## src/rtl/i2c_slave_regfile.sv

```systemverilog
// I2C slave with a 2^AW-byte register file. Supports pointer write, burst
// write and burst read with auto-increment. The pointer is kept across a
// repeated START, so a random read works. A user port gives zero-latency reads.
`timescale 1ns/1ps
module i2c_slave_regfile #(
  parameter logic [6:0]  SLAVE_ADDR = 7'h3C,
  parameter int unsigned AW         = 4
) (
  input  logic          clk,
  input  logic          rst_n,
  input  logic          scl_i,
  input  logic          sda_i,
  output logic          sda_oe,
  output logic          busy,
  output logic          wr_strobe,
  output logic [AW-1:0] wr_addr,
  output logic [7:0]    wr_data,
  input  logic [AW-1:0] usr_raddr,
  output logic [7:0]    usr_rdata
);

  localparam int unsigned Depth = 1 << AW;

  typedef enum logic [3:0] {
    StIdle, StAddr, StAddrAck, StPtr, StPtrAck,
    StWdata, StWdataAck, StRdata, StRack, StIgnore
  } state_e;

  logic [1:0]    scl_sync, sda_sync;
  logic          scl_hist, sda_hist;
  logic          scl, sda;
  logic          scl_rise, scl_fall, sda_rise, sda_fall;
  logic          start_det, stop_det;

  state_e        state;
  logic [3:0]    bit_cnt;
  logic [7:0]    shreg;
  logic          rw;
  logic [AW-1:0] ptr;
  logic [7:0]    regs [Depth];

  logic [AW-1:0] ptr_inc;
  logic [7:0]    byte_in;
  logic [7:0]    rd_byte;
  logic [7:0]    rd_next;

  // Synchronize the bus pins and keep one cycle of history for edge detection.
  // The reset value is the idle-high bus level, so reset creates no false edges.
  always_ff @(posedge clk or negedge rst_n) begin
    if (!rst_n) begin
      scl_sync <= 2'b11;
      sda_sync <= 2'b11;
      scl_hist <= 1'b1;
      sda_hist <= 1'b1;
    end else begin
      scl_sync <= {scl_sync[0], scl_i};
      sda_sync <= {sda_sync[0], sda_i};
      scl_hist <= scl_sync[1];
      sda_hist <= sda_sync[1];
    end
  end

  assign scl       = scl_sync[1];
  assign sda       = sda_sync[1];
  assign scl_rise  = scl & ~scl_hist;
  assign scl_fall  = ~scl & scl_hist;
  assign sda_rise  = sda & ~sda_hist;
  assign sda_fall  = ~sda & sda_hist;
  assign start_det = sda_fall & scl;
  assign stop_det  = sda_rise & scl;

  assign ptr_inc   = ptr + AW'(1);
  assign byte_in   = {shreg[6:0], sda};
  assign rd_byte   = regs[ptr];
  assign rd_next   = regs[ptr_inc];
  assign usr_rdata = regs[usr_raddr];

  // Protocol FSM: bits are sampled on SCL rise and SDA is changed on SCL fall.
  // START and STOP override every state.
  always_ff @(posedge clk or negedge rst_n) begin
    if (!rst_n) begin
      state     <= StIdle;
      bit_cnt   <= 4'd0;
      shreg     <= 8'h00;
      rw        <= 1'b0;
      ptr       <= '0;
      sda_oe    <= 1'b0;
      busy      <= 1'b0;
      wr_strobe <= 1'b0;
      wr_addr   <= '0;
      wr_data   <= 8'h00;
      regs      <= '{default: 8'h00};
    end else begin
      wr_strobe <= 1'b0;
      if (stop_det) begin
        state  <= StIdle;
        sda_oe <= 1'b0;
        busy   <= 1'b0;
      end else if (start_det) begin
        state   <= StAddr;
        bit_cnt <= 4'd0;
        sda_oe  <= 1'b0;
      end else begin
        unique case (state)
          StIdle: ;
          StAddr, StPtr, StWdata: begin
            if (scl_rise && bit_cnt < 4'd8) begin
              shreg   <= byte_in;
              bit_cnt <= bit_cnt + 4'd1;
              if (state == StWdata && bit_cnt == 4'd7) begin
                regs[ptr] <= byte_in;
                wr_strobe <= 1'b1;
                wr_addr   <= ptr;
                wr_data   <= byte_in;
                ptr       <= ptr_inc;
              end
            end else if (scl_fall && bit_cnt == 4'd8) begin
              if (state == StAddr) begin
                if (shreg[7:1] == SLAVE_ADDR) begin
                  state  <= StAddrAck;
                  sda_oe <= 1'b1;
                  busy   <= 1'b1;
                  rw     <= shreg[0];
                end else begin
                  state <= StIgnore;
                end
              end else if (state == StPtr) begin
                ptr    <= shreg[AW-1:0];
                sda_oe <= 1'b1;
                state  <= StPtrAck;
              end else begin
                sda_oe <= 1'b1;
                state  <= StWdataAck;
              end
            end
          end
          StAddrAck: begin
            if (scl_fall) begin
              if (rw) begin
                // The fall that ends the ACK also presents the first read bit.
                sda_oe  <= ~rd_byte[7];
                shreg   <= {rd_byte[6:0], 1'b0};
                bit_cnt <= 4'd1;
                state   <= StRdata;
              end else begin
                sda_oe  <= 1'b0;
                bit_cnt <= 4'd0;
                state   <= StPtr;
              end
            end
          end
          StPtrAck, StWdataAck: begin
            if (scl_fall) begin
              sda_oe  <= 1'b0;
              bit_cnt <= 4'd0;
              state   <= StWdata;
            end
          end
          StRdata: begin
            if (scl_fall) begin
              if (bit_cnt < 4'd8) begin
                sda_oe  <= ~shreg[7];
                shreg   <= {shreg[6:0], 1'b0};
                bit_cnt <= bit_cnt + 4'd1;
              end else begin
                sda_oe <= 1'b0;
                state  <= StRack;
              end
            end
          end
          StRack: begin
            if (scl_rise) begin
              if (!sda) begin
                ptr     <= ptr_inc;
                shreg   <= rd_next;
                bit_cnt <= 4'd0;
                state   <= StRdata;
              end else begin
                state <= StIgnore;
              end
            end
          end
          StIgnore: sda_oe <= 1'b0;
          default:  state  <= StIdle;
        endcase
      end
    end
  end

endmodule

```

## config.mk

```make
export PLATFORM = sky130hd
export DESIGN_NAME = i2c_slave_regfile
export DESIGN_NICKNAME = d
export VERILOG_FILES = /design/src/rtl/i2c_slave_regfile.sv
export SDC_FILE = /design/constraint.sdc
export NUM_CORES = 1
export LEC_CHECK = 0
export CAP_MARGIN = 20
export CORE_UTILIZATION = 57
export CTS_CLUSTER_SIZE = 20
export DETAILED_ROUTE_END_ITERATION = 10
export GPL_ROUTABILITY_DRIVEN = 0
export PLACE_DENSITY = 0.78
export SETUP_SLACK_MARGIN = 0.15
export SLEW_MARGIN = 10
export SYNTH_ARGS = -nofsm -noshare
export SYNTH_HDL_FRONTEND = slang
export SYNTH_SLANG_ARGS = --single-unit
export TNS_END_PERCENT = 100
```

## constraint.sdc

```tcl
create_clock -name clk -period 2.7 [get_ports clk]
set_input_delay 0.54 -clock clk [delete_from_list [all_inputs] [get_ports clk]]
set_output_delay 0.54 -clock clk [all_outputs]
set_load 0.005 [all_outputs]
```

# == Yosys cells after proc, flatten, opt, wreduce, memory -nomap -nowiden ==
# Index checks and enable logic that the tools add are counted.
# W data, S select, Z words.
# totals
output_inout_bits,23
elab_cells,196
reg_bits,170
input_bits,8
# op_classes
mux,76
n_reduce_logical,24
order_cmp,5
add_sub_neg,2
n_eq_ne,41
bitwise_logic,18
# ops
cell,n
$bwmux W128,1
$mux W8,14
$mux W4,27
$bmux W8 S4,3
$ne A3 B3 Y1 const B,11
$demux W8 S4,1
$pmux W8 S4,1
$ne A4 B4 Y1 const B,7
$pmux W4 S6,1
$mux W1,23
$eq A4 B3 Y1 const B,5
$pmux W4 S5,1
$reduce_and A9 Y1,2
$ne A2 B2 Y1 const B,8
$ge A5 B5 Y1 const B,3
$not A4 Y5,3
$reduce_and A7 Y1,2
$eq A4 B4 Y1 const B,3
$reduce_and A10 Y1,1
$reduce_bool A2 Y1,5
$not A1 Y1,9
$add A4 B1 Y4 const B,2
$eq A4 B2 Y1 const B,2
$pmux W4 S2,1
21 further kinds,30

# == Longest topological paths before layout ==
# Gate-level depths: netlist of run 1.
# depth
ltp_word,10
ltp_mapped,12
ltp_nobuf,8

# == Least setup slack after synthesis of run 1 ==
# No wires, ideal clock.
# synth_path
path_type,register to register
start,register ptr[1]
end,register shreg[4]
period_less_slack_ps,2755
n_path_buf,5
arrival_ps,2624
path_slack_ps,-55
path_stages_with_launch,13
setup_time_ps,131
required_time_ps,2569
path_cell_list,dfrtp_1 -> buf_4 -> buf_2 -> buf_2 -> inv_1 -> ha_1 -> buf_2 -> nor2b_1 -> clkbuf_1 -> a32oi_1 -> and3_1 -> a31oi_1 -> a31oi_1
# synth_between
elab_chain_cells,8
elab_cells_between_ends,14
classes_between,add/sub (1); mux (11); bitwise (2)
# synth_lines
item,line,text
start: declaration,39,logic [AW-1:0] ptr;
start signal: assignment,115,ptr <= ptr_inc;
start signal: assignment,128,ptr <= shreg[AW-1:0];
start signal: assignment,174,ptr <= ptr_inc;
$add A4 B1 Y4,72,assign ptr_inc = ptr + AW'(1);
$not A4 Y5 (not written as such),75,assign rd_next = regs[ptr_inc];
$bmux W8 S4,75,
$mux W8 (not written as such) (2 in a row),75,
$mux W8,173,if (!sda) begin
$mux W8,172,if (scl_rise) begin
$pmux W8 S4 *,104,unique case (state)
end signal: assignment,108,shreg <= byte_in;
end signal: assignment,163,"shreg <= {shreg[6:0], 1'b0};"
end signal: assignment,175,shreg <= rd_next;
end: declaration,37,logic [7:0] shreg;
# Mark *: on every way between the ends. The rest lies on a longest branch, timed or not. The select of a mux whose other input is x is not followed.
# A chain may end at the register's enable or synchronous reset.

# == Worst setup path after layout of run 1 ==
# layout_path
start,register regs[9] (netlist name)
end,output port usr_rdata[1]
# layout_between
elab_chain_cells,3
# layout_lines
item,line,text
start: declaration,40,logic [7:0] regs [Depth];
start signal: indexed assignment,111,regs[ptr] <= byte_in;
$bmux W8 S4,76,assign usr_rdata = regs[usr_raddr];
$mux W8 (not written as such) (2 in a row),76,
end: declaration,19,output logic [7:0] usr_rdata
# No other way between the ends. The select of a mux whose other input is x is not followed.

==> impl_metrics.tcl, run 1 <==
set metrics [dict create \
    wl_per_cell_um 26.98 \
    grt_pass1_vias 8160 \
    drv_slew 0 \
    grt_pass1_wl_mm 47.44 \
    period_minus_slack_ns 2.602 \
    met1_usage_pct 44.94 \
    crit_fanout 4 \
    synth_fp_nets 861 \
    worstPathCellList "mux4_2, mux4_2, buf_6" \
    synth-compound-area-share_pct 8.865 \
    fmax_ghz 0.3843 \
    nets 945 \
    clock_path_buffers 2 \
    chipWidth_um 137.4 \
    crit_path_max_incr_delay_ns 0.52 \
    fin_crit_sh_pct 96.37 \
    fin_util_pct 68.71 \
    synth_xor_area_share_pct 0.4193 \
    clock_skew_ns 0.01136 \
    initial_utilization_pct 58.14 \
    remaining_drc_errors 0 \
    syn_avg_cell_area_um2 12.33 \
    portBuffers 30 \
    clk_latency_ns 0.45 \
    clock_sinks 170 \
    synth_area_um2 10440 \
    synthSimpleGateAreaFrac_pct 11.41 \
    worst_pin_slew_ns 0.9742 \
    path_class "flop to primary output" \
    cp-start-kind "flop" \
    routed_wl_mm 31.65 \
    grt_setup_unrepaired "yes" \
    numCtsBuffers 17 \
    outcome "complete, no violations" \
    synth-edff-count 0 \
    grt_usage_pct 35.02 \
    ctsHoldBuffers 0 \
    synthArstFlopShare_pct 100.0 \
    antenna_found_initial 0 \
    finalSetupTns_ns 0 \
    total_power_w 0.01029 \
    drt_iter0_drc 1264 \
    cp-end-kind "primary output" \
    cts_tree "yes" \
    yosysTopAreaCellShare_pct 39.30 \
    ant_nets 0 \
    synth.largest_area_cell "dfrtp_1" \
    core-area_um2 17960 \
    crit_required_ns 2.16 \
    hold_slack_ns 0.02480 \
    num_antenna_cells 0 \
    finalInstanceArea_um2 12340 \
    fp.dieArea_um2 18870 \
    synth-seq-cells 170 \
    syn2layout_area_growth_pct 18.19 \
    min_path_type "input pin to asynchronous set/reset pin" \
    synth_top_cells_by_count "164 x dfrtp_1, 121 x mux2_2, 95 x nand2_1" \
    setup_viol 0 \
    post_dp_cell_area_um2 11280 \
    ios 31 \
    powerDensity_nw_per_um2 833.5 \
    cap_violations 0 \
    arrival_ns 2.06 \
    busiest_layer "met2" \
    slew_headroom_pct 34.62 \
    vdd_ir_drop_max_mv 0.6543 \
    synth_top_family_by_area "multiplexers" \
    drtPass1Iterations 6 \
    slowest_stage "mux4_2" \
    met2_usage_pct 52.86 \
    ys_seq_area_share_pct 40.81 \
    cts-root-buf "clkbuf_16" \
    yosys_warnings 0 \
    grt_max_degree 58 \
    via_count 8471 \
    synthAdderAreaFrac_pct 0.7188 \
    via_per_inst 7.222 \
    synthMuxAreaShare_pct 33.87 \
    clk_pin_slew_worst_paths_ns 0.07 \
    path_common_cell "mux4_2" \
    netlist_instances 847 \
    rows 49 \
    nFillCells 1232 \
    p_leak_nw 5.467 \
    hold_violations 0 \
    post-dp-hpwl_mm 18.99 \
    met3_usage_pct 9.897 \
    htreeDepth 4 \
    dieHeight_um 137.4 \
    yosysUniqueCellTypes 69 \
    yosysMostFrequentCell "dfrtp_1" \
    synth_area_leaders "dfrtp_1 39%, mux4_2 17%, mux2_2 13%" \
    grt_overflow 0 \
    final_layout_size_suffix_gt1_share_pct 41.74 \
    synthFlopType "dfrtp_1" \
]
==> state kept, by name, summed over array words and instances, names as in the netlist <==
name / flops
wr_addr: 4
state: 4
wr_data: 8
busy: 1
scl_hist: 1
scl_sync: 2
sda_sync: 2
regs: 128
rw: 1
sda_oe: 1
shreg: 8
ptr: 4
wr_strobe: 1
bit_cnt: 4
sda_hist: 1
==> cell type report <==
cell class                      instances  area (um^2)  share of cell area (%)
Multi-Input combinational cell        592         5836                   47.28
Clock buffer                           18        439.2                   3.558
Timing Repair Buffer                  140         1321                   10.70
Tap cell                              229        286.5                   2.321
Inverter                               10        37.54                  0.3041
Clock inverter                         14        158.9                   1.287
Sequential cell                       170         4264                   34.55
==> cell usage in the layout, fill, tap and decap left out, drive strengths merged, types with 3 or more instances in the layout <==
| cell | netlist | routed |
|---|---|---|
| a21oi | 12 | 12 |
| mux2 | 126 | 126 |
| nor2 | 34 | 34 |
| buf | 41 | 120 |
| mux2i | 32 | 32 |
| a31oi | 17 | 17 |
| nand4 | 8 | 8 |
| nand3 | 24 | 24 |
| nor3b | 4 | 4 |
| nand2b | 3 | 3 |
| o21ai | 32 | 32 |
| nor3 | 6 | 6 |
| a22o | 7 | 7 |
| and2 | 6 | 6 |
| a32oi | 26 | 26 |
| clkbuf | 34 | 19 |
| xor2 | 3 | 3 |
| nor2b | 9 | 9 |
| a211oi | 11 | 11 |
| and3 | 9 | 9 |
| clkinv | 0 | 5 |
| ha | 6 | 6 |
| mux4 | 79 | 79 |
| o2111ai | 3 | 3 |
| nor4 | 4 | 4 |
| clkdlybuf4s50 | 0 | 19 |
| nand2 | 95 | 95 |
| dfstp | 6 | 6 |
| inv | 10 | 17 |
| dfrtp | 164 | 164 |
==> per-layer routing <==
| metal | routed length (um) | part of all wire, % |
|---|---|---|
| met2 | 14330 | 45 |
| met3 | 3491 | 11 |
| met5 | 0 | 0 |
| met4 | 2209 | 7.0 |
| met1 | 11620 | 37 |
==> final timing paths <==
kind                                   from            to  slack, ns  cells after the start
worst max-delay path                regs[9]  usr_rdata[1]        0.1                      3
worst min-delay path                  rst_n      regs[82]       0.02                      1
worst max register to register       ptr[0]      shreg[1]       0.21                      9
worst min register to register  sda_sync[0]   sda_sync[1]       0.36                      0
max in group asynchronous             rst_n   sda_sync[0]       1.99                      2
min in group clk                sda_sync[0]   sda_sync[1]       0.36                      0
==> critical path, delay by kind of cell (launching register included) <==
kind | cells | cell delay, ns
buf+inv | 1 | 0.14
flops | 1 | 0.45
mux | 2 | 1.02
==> stage by stage <==
step / instances / setup WS, ns
after floorplan: 847 / 0.1572
after global routing: 1173 / 0.09250
final: 1173 / 0.09788
after CTS: 1164 / 0.08076
after detailed placement: 1091 / -0.1951
after global placement: 1091 / -0.1940
==> power breakdown <==
group          internal [W]  switching (W)  leakage [nW]
Combinational       0.00180        0.00286          2.86
Sequential          0.00272       0.000360          2.31
Clock               0.00141        0.00114         0.300
==> timing repair <==
item | 4_1_cts | 5_1_grt
cloned | 2 | 1
gates resized for setup | 39 | 9
pin swaps | 0 | 1
setup endpoints to repair | 45 | 58
endpoints found under the hold margin | 0 | 0
buffers inserted | 39 | 8
==> cell families (layout without fill, tap and decap cells) <==
| logic type | count (synthesis) | in the layout |
|---|---|---|
| xor gates and xnor gates | 5 | 5 |
| DFF | 170 | 170 |
| muxes | 237 | 237 |
| adders and majority gates | 6 | 6 |
| buffers and inverters | 85 | 182 |
| and+or+nand+nor | 213 | 213 |
| AOI/OAI and AO/OA | 131 | 131 |
(Power assumes the default switching activity.)
==> run 2, diff against run 1 <==
CORE_UTILIZATION = 35   (was 57)
PLACE_DENSITY = 0.58   (was 0.78)
clock period = 3.03 ns   (was 2.7 ns; I/O delays follow)
==> run 2 against run 1 <==
  * Routed wire length shrank 1.5%
  * Sequential share of layout area grew 1.0 points
  * Sequential power shrank 10%
  * Global-route usage shrank 14 points
  * Critical endpoint is now usr_rdata[2]
  * Via count shrank 8.2%
  * Final cell count grew 7.9%
  * Flip-flop and latch count is the same
  * Total power shrank 13%
  * Critical path depth grew 2
  * Non-clock buffer count shrank 61
==> impl_metrics.tcl, run 2 (synthesis results as in run 1) <==
set metrics [dict create \
    ant_nets 0 \
    total_power_w 0.008942 \
    antenna_found_initial 0 \
    core-area_um2 29010 \
    dp_worst_setup_slack_ns -0.03554 \
    crit_fanout 5 \
    placed_cells 1232 \
    initial_utilization_pct 36.00 \
    crit_required_ns 2.42 \
    via_per_inst 6.142 \
    cts-root-buf "clkbuf_16" \
    numCtsBuffers 17 \
    clock_path_buffers 2 \
    portBuffers 30 \
    grt_pass1_vias 7647 \
    path_class "input pin to primary output" \
    period_minus_slack_ns 2.844 \
    fin_crit_sh_pct 93.85 \
    cts_tree "yes" \
    clk_latency_ns 0.44 \
    final_common_cell "dfrtp_1" \
    cap_violations 0 \
    largest_reg_flops 128 \
    nFillCells 2754 \
    fin_util_pct 41.33 \
    post-dp-hpwl_mm 20.59 \
    drt_iter0_drc 787 \
    chipWidth_um 174.7 \
    remaining_drc_errors 0 \
    htreeDepth 4 \
    clock_sinks 170 \
    reg2reg_to "shreg[3]" \
    grt_max_degree 77 \
    worst_pin_slew_ns 1.085 \
    grt_usage_pct 21.22 \
    drv_slew 0 \
    final_layout_size_suffix_gt1_share_pct 36.62 \
    fmax_ghz 0.3517 \
    arrival_ns 2.24 \
    cp-end-kind "primary output" \
    reg2reg_slack_ns 0.32 \
    grt_setup_unrepaired "no" \
    fin_cells 1266 \
    fp.dieArea_um2 30530 \
    via_count 7776 \
    outcome "complete, no violations" \
    final_cell_mix "162 x dfrtp_1, 121 x mux2_2, 95 x nand2_1" \
    vdd_ir_drop_max_mv 0.4861 \
    largestRegisters "regs x128, shreg x8, wr_data x8" \
    clock_skew_ns 0.008436 \
    powerDensity_nw_per_um2 745.7 \
    r2r_cells 7 \
    syn2layout_area_growth_pct 14.82 \
    clk_pin_slew_worst_paths_ns 0.07 \
    slew_headroom_pct 27.16 \
    r2r_start "ptr[0]" \
    wl_per_cell_um 24.63 \
    drtPass1Iterations 8 \
    grt_overflow 0 \
    rows 62 \
    dieHeight_um 174.7 \
    min_path_type "input pin to asynchronous set/reset pin" \
    num_antenna_cells 0 \
    cp-start-kind "input pin" \
    top_register "regs" \
    p_leak_nw 5.146 \
    setup_viol 0 \
    layout_setup_ws_ns 0.1863 \
    grt_pass1_wl_mm 48.31 \
    finalSetupTns_ns 0 \
    routed_wl_mm 31.18 \
    hold_violations 0 \
    nets 884 \
    ios 31 \
]
[run 2: worst max path at each step]
stage / start / endpoint / slack [ns] / cells past startpoint
2_1_floorplan: usr_raddr[0] / usr_rdata[6] / 0.22 / 4
3_3_place_gp: usr_raddr[0] / usr_rdata[5] / -0.03 / 5
5_1_grt: usr_raddr[0] / usr_rdata[6] / 0.15 / 5
4_1_cts: usr_raddr[0] / usr_rdata[5] / 0.13 / 5
3_5_place_dp: usr_raddr[0] / usr_rdata[5] / -0.04 / 5
6_report: usr_raddr[0] / usr_rdata[2] / 0.19 / 5
[run 2: cell type report]
class | count | area, um^2 | area share (%)
multi-input combinational | 592 | 5799 | 48.36
sequential | 170 | 4264 | 35.56
timing repair buffer | 79 | 828.3 | 6.907
tap | 384 | 480.5 | 4.007
clock buffer | 19 | 442.9 | 3.694
clock inverter | 12 | 138.9 | 1.158
inverter | 10 | 37.54 | 0.3130
[run 2: repair_timing]
action	4_1_cts	5_1_grt
gates resized for setup	14	2
setup buffers	1	0
setup endpoints to repair	8	1
hold buffers	0	0
gates cloned	2	0
hold endpoints to repair	0	0
[run 2: routing by layer]
layer  wire, um  vias to the layer above  GRT usage (%)
met4       1064                        0          7.717
met2      14600                      378          33.35
met1      13230                     4033          28.94
met5          0                        -              0
li1           -                     3294              -
met3       2291                       71          4.373
[run 2: where the power goes]
part	switching [W]	internal, W
logic	0.00248	0.00150
registers	0.000342	0.00242
clock network	0.000962	0.00124
[run 2: critical path: stages]
cell	delay, ns
buf_6	0.12
bufbuf_16	0.28
mux4_2	0.49
mux4_2	0.47
dlygate4sd2_1	0.28
[run 2: stage by stage]
step           hold WS (ns)  area, um^2
2_1_floorplan        0.3104       10440
3_3_place_gp         0.3476       11330
3_5_place_dp         0.3513       11330
4_1_cts             0.05270       12000
5_1_grt             0.06508       11990
6_report            0.05410       11990
==> run 3, diff against run 2 <==
CTS_CLUSTER_DIAMETER = 40   (was unset)
==> results of run 3 <==
The final DEF is identical to that of run 2; final timing and power are the same.
